<file path="src/rtl/udp_rx.sv">
// udp_rx: receive-side UDP stage.
// Parses the 8-byte UDP header on beat 0 of the IP payload stream and filters
// on protocol, destination port, fragmentation and length. It strips the header
// and forwards the payload with per-packet metadata. Rejected packets are
// dropped whole.
// Optional macro UDP_STAT_CNT_EN: builds the saturating accepted/dropped packet
// counters. When it is undefined, both counter ports are tied to zero.
module udp_rx #(
    parameter logic [15:0] P_LOCAL_PORT = 16'd8080
) (
    input  logic        i_clk,
    input  logic        i_rst_n,
    input  logic [15:0] i_dynamic_port,
    input  logic        i_dynamic_port_valid,
    input  logic [63:0] s_axis_ip_data,
    input  logic [55:0] s_axis_ip_user,
    input  logic [7:0]  s_axis_ip_keep,
    input  logic        s_axis_ip_last,
    input  logic        s_axis_ip_valid,
    output logic [63:0] m_axis_app_data,
    output logic [47:0] m_axis_app_user,
    output logic [7:0]  m_axis_app_keep,
    output logic        m_axis_app_last,
    output logic        m_axis_app_valid,
    output logic [15:0] o_rx_pkt_cnt,
    output logic [15:0] o_rx_drop_cnt
);

    typedef enum logic [1:0] {IDLE, FWD, DROP} state_t;

    state_t      state, state_nx;
    logic        user_load;
    logic [15:0] port_filter;

    // Header fields, meaningful only on beat 0 (IDLE)
    logic [15:0] src_port, dst_port, udp_len, ip_len;
    logic [7:0]  proto;
    logic        mf;
    logic [12:0] frag_off;
    logic        accept;

    assign src_port = s_axis_ip_data[63:48];
    assign dst_port = s_axis_ip_data[47:32];
    assign udp_len  = s_axis_ip_data[31:16];
    assign ip_len   = s_axis_ip_user[55:40];
    assign mf       = s_axis_ip_user[37];
    assign proto    = s_axis_ip_user[36:29];
    assign frag_off = s_axis_ip_user[28:16];

    // The checksum, the IP id and the reserved/DF flag bits play no part in filtering
    logic unused_fields;
    assign unused_fields = ^{s_axis_ip_user[39:38], s_axis_ip_user[15:0]};

    assign accept = (proto == 8'd17) && (dst_port == port_filter) &&
                    !mf && (frag_off == 13'd0) &&
                    (udp_len >= 16'd8) && (udp_len == ip_len);

    // Port filter register; a load only affects the next header compare
    always_ff @(posedge i_clk or negedge i_rst_n) begin
        if (!i_rst_n)
            port_filter <= P_LOCAL_PORT;
        else if (i_dynamic_port_valid)
            port_filter <= i_dynamic_port;
    end

    // FSM state register
    always_ff @(posedge i_clk or negedge i_rst_n) begin
        if (!i_rst_n)
            state <= IDLE;
        else
            state <= state_nx;
    end

    // FSM next-state and header-latch decode
    always_comb begin
        state_nx  = state;
        user_load = 1'b0;
        case (state)
            IDLE: begin
                if (s_axis_ip_valid && !s_axis_ip_last) begin
                    if (accept) begin
                        state_nx  = FWD;
                        user_load = 1'b1;
                    end else begin
                        state_nx = DROP;
                    end
                end
            end
            FWD:     if (s_axis_ip_valid && s_axis_ip_last) state_nx = IDLE;
            DROP:    if (s_axis_ip_valid && s_axis_ip_last) state_nx = IDLE;
            default: state_nx = IDLE;
        endcase
    end

    // Output register: payload beats pass through with one cycle of latency
    always_ff @(posedge i_clk or negedge i_rst_n) begin
        if (!i_rst_n) begin
            m_axis_app_data  <= '0;
            m_axis_app_keep  <= '0;
            m_axis_app_last  <= 1'b0;
            m_axis_app_valid <= 1'b0;
        end else if (state == FWD && s_axis_ip_valid) begin
            m_axis_app_data  <= s_axis_ip_data;
            m_axis_app_keep  <= s_axis_ip_keep;
            m_axis_app_last  <= s_axis_ip_last;
            m_axis_app_valid <= 1'b1;
        end else begin
            m_axis_app_last  <= 1'b0;
            m_axis_app_valid <= 1'b0;
        end
    end

    // Per-packet metadata, captured from an accepted header and held for the packet
    always_ff @(posedge i_clk or negedge i_rst_n) begin
        if (!i_rst_n)
            m_axis_app_user <= '0;
        else if (user_load)
            m_axis_app_user <= {udp_len - 16'd8, src_port, dst_port};
    end

`ifdef UDP_STAT_CNT_EN
    logic        pkt_inc, drop_inc;
    logic [15:0] pkt_cnt, drop_cnt;

    // Packet end events. A single-beat packet is resolved in IDLE.
    always_comb begin
        pkt_inc  = 1'b0;
        drop_inc = 1'b0;
        if (s_axis_ip_valid && s_axis_ip_last) begin
            case (state)
                IDLE:    if (accept) pkt_inc = 1'b1; else drop_inc = 1'b1;
                FWD:     pkt_inc  = 1'b1;
                DROP:    drop_inc = 1'b1;
                default: ;
            endcase
        end
    end

    // Saturating statistics counters
    always_ff @(posedge i_clk or negedge i_rst_n) begin
        if (!i_rst_n) begin
            pkt_cnt  <= '0;
            drop_cnt <= '0;
        end else begin
            if (pkt_inc && pkt_cnt != 16'hFFFF)
                pkt_cnt <= pkt_cnt + 16'd1;
            if (drop_inc && drop_cnt != 16'hFFFF)
                drop_cnt <= drop_cnt + 16'd1;
        end
    end

    assign o_rx_pkt_cnt  = pkt_cnt;
    assign o_rx_drop_cnt = drop_cnt;
`else
    assign o_rx_pkt_cnt  = '0;
    assign o_rx_drop_cnt = '0;
`endif

endmodule

</file>
<file path="config.mk">
export PLATFORM = sky130hd
export DESIGN_NAME = udp_rx
export DESIGN_NICKNAME = d
export VERILOG_FILES = /design/src/rtl/udp_rx.sv
export SDC_FILE = /design/constraint.sdc
export NUM_CORES = 1
export LEC_CHECK = 0
export ABC_CLOCK_PERIOD_IN_PS = 1800
export CAP_MARGIN = 25
export CELL_PAD_IN_SITES_DETAIL_PLACEMENT = 1
export CELL_PAD_IN_SITES_GLOBAL_PLACEMENT = 2
export CORE_MARGIN = 5
export CORE_UTILIZATION = 23
export DETAILED_ROUTE_END_ITERATION = 6
export GPL_ROUTABILITY_DRIVEN = 0
export PLACE_DENSITY = 0.85
export SYNTH_ARGS = -nofsm -noshare
export SYNTH_HDL_FRONTEND = slang
export SYNTH_SLANG_ARGS = --single-unit
export TNS_END_PERCENT = 100
</file>
<file path="constraint.sdc">
create_clock -name i_clk -period 1.8 [get_ports i_clk]
set_input_delay 0.36 -clock i_clk [delete_from_list [all_inputs] [get_ports i_clk]]
set_output_delay 0.36 -clock i_clk [all_outputs]
set_load 0.01 [all_outputs]
</file>
* Word-level counts from Yosys, hierarchy flattened
Cells that the tools add are included.
Word-level totals: output and inout bits 154, flip-flop bits (word level) 140, word-level logic and storage cells 39, bits of input ports 149
Operators by class: $lt $le $gt $ge 1, eq/ne operators 7, add/sub/neg operators 1, reductions and logical operators 14, multiplexer cells 9
Operators by type and width (count):
- $eq 16x16->1 | 2
- $ge 16x4->1 const B | 1
- $sub 16x4->16 const B | 1
- $logic_not 13->1 | 1
- $eq 8x5->1 const B | 1
- $logic_and 1x1->1 | 8
- $mux 2 | 3
- $mux 1 | 5
- $pmux 2 s2 | 1
- $eq 2x1->1 const B | 1
- $eq 2x2->1 const B | 1
- $logic_not 1->1 | 2
- $logic_not 2->1 | 1
- $ne 2x1->1 const B | 1
- $ne 2x2->1 const B | 1
- $reduce_and 2->1 | 1
- $reduce_or 2->1 | 1

* Logic depth before layout (Yosys ltp)
word-level depth 9, mapped depth 8, depth with buffers taken out 6

* Worst setup path before layout
OpenSTA, ideal clock, no wires.
kind input to register, start point input port s_axis_ip_data[21], end point register m_axis_app_user[27], setup time 0.125 ns, data arrival time 1.908 ns, path slack -0.233 ns, buffers on the path 3, stages on the path 8, required time 1.675 ns, path through buf_2 xnor2_1 nand4_1 nor4_1 and4b_4 buf_6 buf_6 mux2_4
On the way: longest elaborated chain between the ends 6, elaborated cells between the ends (all ways) 7, those cells by class order compare: 1; eq/ne: 1; mux: 3; reduce/logical: 2
RTL lines:
- from (decl) | RTL line 15 | input logic [63:0] s_axis_ip_data,
- $ge 16x4->1 | RTL line 56 | (udp_len >= 16'd8) && (udp_len == ip_len);
- $logic_and 1x1->1 | RTL line 55 | !mf && (frag_off == 13'd0) &&
- $logic_and 1x1->1 (*) | RTL line 56
- $mux 1 (*) | RTL line 81 | if (accept) begin
- $mux 1 (*) | RTL line 80 | if (s_axis_ip_valid && !s_axis_ip_last) begin
- $mux 1 (*) | RTL line 78 | case (state)
- to (signal assigned) | RTL line 118 | m_axis_app_user <= {udp_len - 16'd8, src_port, dst_port};
- to (decl) | RTL line 21 | output logic [47:0] m_axis_app_user,
Every way passes the cells marked *; elsewhere a longest branch is shown, timed or not. A chain may end at the register's enable or synchronous reset.

* Worst setup path in the final report
start point input port s_axis_ip_user[35], end point register m_axis_app_user[5]
On the way: longest elaborated chain between the ends 9
RTL lines:
- from (decl) | RTL line 16 | input logic [55:0] s_axis_ip_user,
- $eq 8x5->1 | RTL line 54 | assign accept = (proto == 8'd17) && (dst_port == port_filter) &&
- $logic_and 1x1->1 (2 in a row) | RTL line 54
- $logic_and 1x1->1 (2 in a row) | RTL line 55
- $logic_and 1x1->1 | RTL line 56
- $mux 1 | RTL line 81
- $mux 1 | RTL line 80
- $mux 1 | RTL line 78
Every way passes these cells.

==> flow_metrics.tcl <==
set metrics [dict create \
    yosysTopAreaCellShare_pct 52.8 \
    drv_slew 0 \
    ff_latch_area_um2 3510 \
    worstPathMaxFanout 10 \
    ys_types 37 \
    postSynth.asyncResetShare_pct 100 \
    place_area_um2 9810 \
    p_clk_share_pct 45.5 \
    layout.cells.most_common "clkdlybuf4s50_1" \
    num_vias 4818 \
    p_leak_nw 4.89 \
    grt_max_degree 40 \
    startpoint "s_axis_ip_user[35]" \
    min_period_over_period_pct 125 \
    reg2reg_slack_ns -0.39 \
    worst_slack_ns -0.443 \
    routed_wl_mm 22.1 \
    cts_tree "yes" \
    drive_gt1_share_pct 36.2 \
    worst_path_max_delay_cell "clkdlybuf4s50_1" \
    syn2layout_area_growth_pct 69.5 \
    tns_ns -20.16 \
    stdcell_count 1143 \
    dr.pass1.iters 4 \
    p_comb_share_pct 13.2 \
    detail-route-antenna-nets 0 \
    synth.avg_cell_area_um2 14.1 \
    antenna_found_initial 2 \
    viasPerCell 4.22 \
    cts_buffer_depth 2 \
    reg2reg_to "m_axis_app_user[5]$_DFFE_PN0P_" \
    power_frac_seq_pct 41.3 \
    vdd_ir_drop_max_v 0.000425 \
    dp.cells 1107 \
    numCtsBuffers 17 \
    ys_ff_latch 140 \
    swShare_pct 24.1 \
    fillers 2857 \
    die_w_um 176 \
    critical_path.cell_chain "clkdlybuf4s50_1 -> nor4b_2 -> nand4_1 -> nor3_4 -> buf_4 -> and4b_4 -> buf_8 -> mux2_2" \
    synthTopCellsByArea "dfrtp_1 53%, mux2_2 20%, xnor2_1 5.0%, mux2_4 4.3%, buf_4 3.8%" \
    stdcell_area_um2 10700 \
    multi_input_area_um2 2820 \
    insertion_delay_ns 0.41 \
    internal-power_mw 5.96 \
    power_density_nw_per_um2 735 \
    reg2regPathDepth 8 \
    grt_pass1_wl_mm 33.6 \
    power.switching_mw 1.90 \
    dp_hpwl_mm 17.2 \
    antennaDiodeCount 0 \
    end_kind "flop" \
    portBuffers 252 \
    rsz0062_at_grt "true" \
    core_um2 27000 \
    grt_overflow 0 \
    dp_slack_ns -1.13 \
    cts_root_buf "clkbuf_16" \
    violations "negative setup slack" \
    seq_area_frac_synth_pct 55.7 \
    h-tree-depth 4 \
    synth_cells 447 \
    num-nets-final 941 \
    critical_path_arrival_ns 2.54 \
    fmax_mhz 446 \
    cts.sinks 140 \
    clock_skew_ns 0.0108 \
    crit_path_end "m_axis_app_user[5]$_DFFE_PN0P_" \
    num_io_pins 303 \
    ys_warn_count 0 \
    first_global_vias 5473 \
    drt_iter0_drc 105 \
    dieArea_um2 30800 \
    r2r_start "state[1]$_DFFE_PN0P_" \
    wire_per_inst_um 19.3 \
    final_cell_mix "229 x clkdlybuf4s50_1, 133 x dfrtp_1, 108 x mux2_2" \
    start_util_pct 23.4 \
    netlist_area_um2 6300 \
    synthFlopType "dfrtp_1" \
    maxCapViolations 0 \
    required_ns 2.09 \
    outcome "finished with violations" \
    min_period_ns 2.24 \
    yosysTopAreaCell "dfrtp_1" \
    path_class "in -> reg" \
    critPathLaunchType "primary input" \
    row_count 60 \
    clkTransAtPathRegs_ns 0.06 \
    drcViolationCount 0 \
    die_h_um 176 \
    cp_slowest_stage_delay_ns 0.43 \
    finalHoldViolCount 0 \
    finalSetupViolCount 50 \
    min_path_type "in -> reg" \
    grt_usage_pct 14.3 \
    synth_edf_count 0 \
]
==> registers in the layout, indices dropped and copies added, names as in the netlist <==
signal and flops:
m_axis_app_data 64, m_axis_app_keep 8, m_axis_app_last 1, m_axis_app_user 48, m_axis_app_valid 1, port_filter 16
state 2
==> power by group through the flow <==
| stage | clock network, mW | registers [mW] | logic (mW) |
|---|---|---|---|
| after floorplan | 0 | 3.29 | 0.331 |
| after global placement | 0 | 3.29 | 0.964 |
| after detailed placement | 0 | 3.29 | 0.981 |
| after CTS | 3.69 | 3.24 | 1.02 |
| after global routing | 3.86 | 3.25 | 1.13 |
| final | 3.58 | 3.24 | 1.04 |
==> logic make-up (layout without fill, tap and decap cells) <==
| group | count (synthesis) | after routing | synth area share [%] |
|---|---|---|---|
| AO/OA/AOI/OAI | 5 | 5 | 0.556 |
| XOR/XNOR | 43 | 43 | 5.97 |
| adder cells (fa/ha/maj) | 3 | 3 | 0.595 |
| buffers and inverters | 56 | 380 | 5.70 |
| flip-flops | 140 | 140 | 55.7 |
| multiplexers | 134 | 134 | 25.0 |
| other | 1 | 32 | 0.0595 |
| AND/OR/NAND/NOR | 65 | 65 | 6.45 |
==> final cells by class <==
type / count / area share [%]
Sequential cell: 140 / 32.9
Timing Repair Buffer: 341 / 31.0
Multi-Input combinational cell: 282 / 26.4
Clock buffer: 22 / 4.44
Tap cell: 341 / 3.99
Clock inverter: 10 / 1.07
Inverter: 7 / 0.246
==> Yosys cell counts, types with 4 or more instances <==
cell type / n
nor4_1: 10
xor2_1: 7
inv_1: 6
dfrtp_1: 133
xnor2_1: 36
dfstp_2: 7
nor2_1: 7
nor3_1: 4
mux2_2: 114
nand2_1: 9
mux2_4: 18
buf_4: 32
buf_1: 8
nand4_1: 18
nor4b_1: 4
==> stage by stage <==
step           hold WS (ns)  utilization (%)  power [mW]
6_report              0.357             39.7        7.86
5_1_grt               0.366             39.7        8.24
4_1_cts               0.439             39.5        7.95
3_5_place_dp          0.321             36.4        4.28
3_3_place_gp          0.313             36.4        4.25
2_1_floorplan        0.0644                -        3.62
==> critical path: cells and delay by family <==
kind                   cells  cell delay (ns)
multiplexers               1             0.35
AND/OR/NAND/NOR            4             1.07
buffers and inverters      3             0.76
==> per-layer routing <==
metal,GRT usage (%),wire length [um],up-vias,share of wire (%)
met1,17.0,8890,2435,40
met4,4.45,360,4,1.6
met5,0,31,-,0.14
met3,4.26,1470,21,6.6
met2,24.8,11400,158,51
li1,-,-,2200,-
==> timing repair <==
item / in CTS / in global routing
hold buffers: 1 / 0
setup buffers: 5 / 2
gates resized for setup: 42 / 25
cloned: 2 / 0
endpoints found under the setup margin: 50 / 50
pin swaps: 16 / 24
endpoints found under the hold margin: 27 / 0
==> worst min-delay path by stage <==
stage,from,to,slack (ns),cells past startpoint
2_1_floorplan,i_rst_n,m_axis_app_data[0]$_DFFE_PN0P_,0.06,0
3_3_place_gp,i_rst_n,m_axis_app_data[34]$_DFFE_PN0P_,0.31,1
4_1_cts,i_rst_n,port_filter[5]$_DFFE_PN0P_,0.44,2
6_report,s_axis_ip_data[45],m_axis_app_data[45]$_DFFE_PN0P_,0.36,2
5_1_grt,s_axis_ip_data[45],m_axis_app_data[45]$_DFFE_PN0P_,0.37,2
3_5_place_dp,i_rst_n,m_axis_app_data[34]$_DFFE_PN0P_,0.32,1
Power figures use the tool's default switching activity.
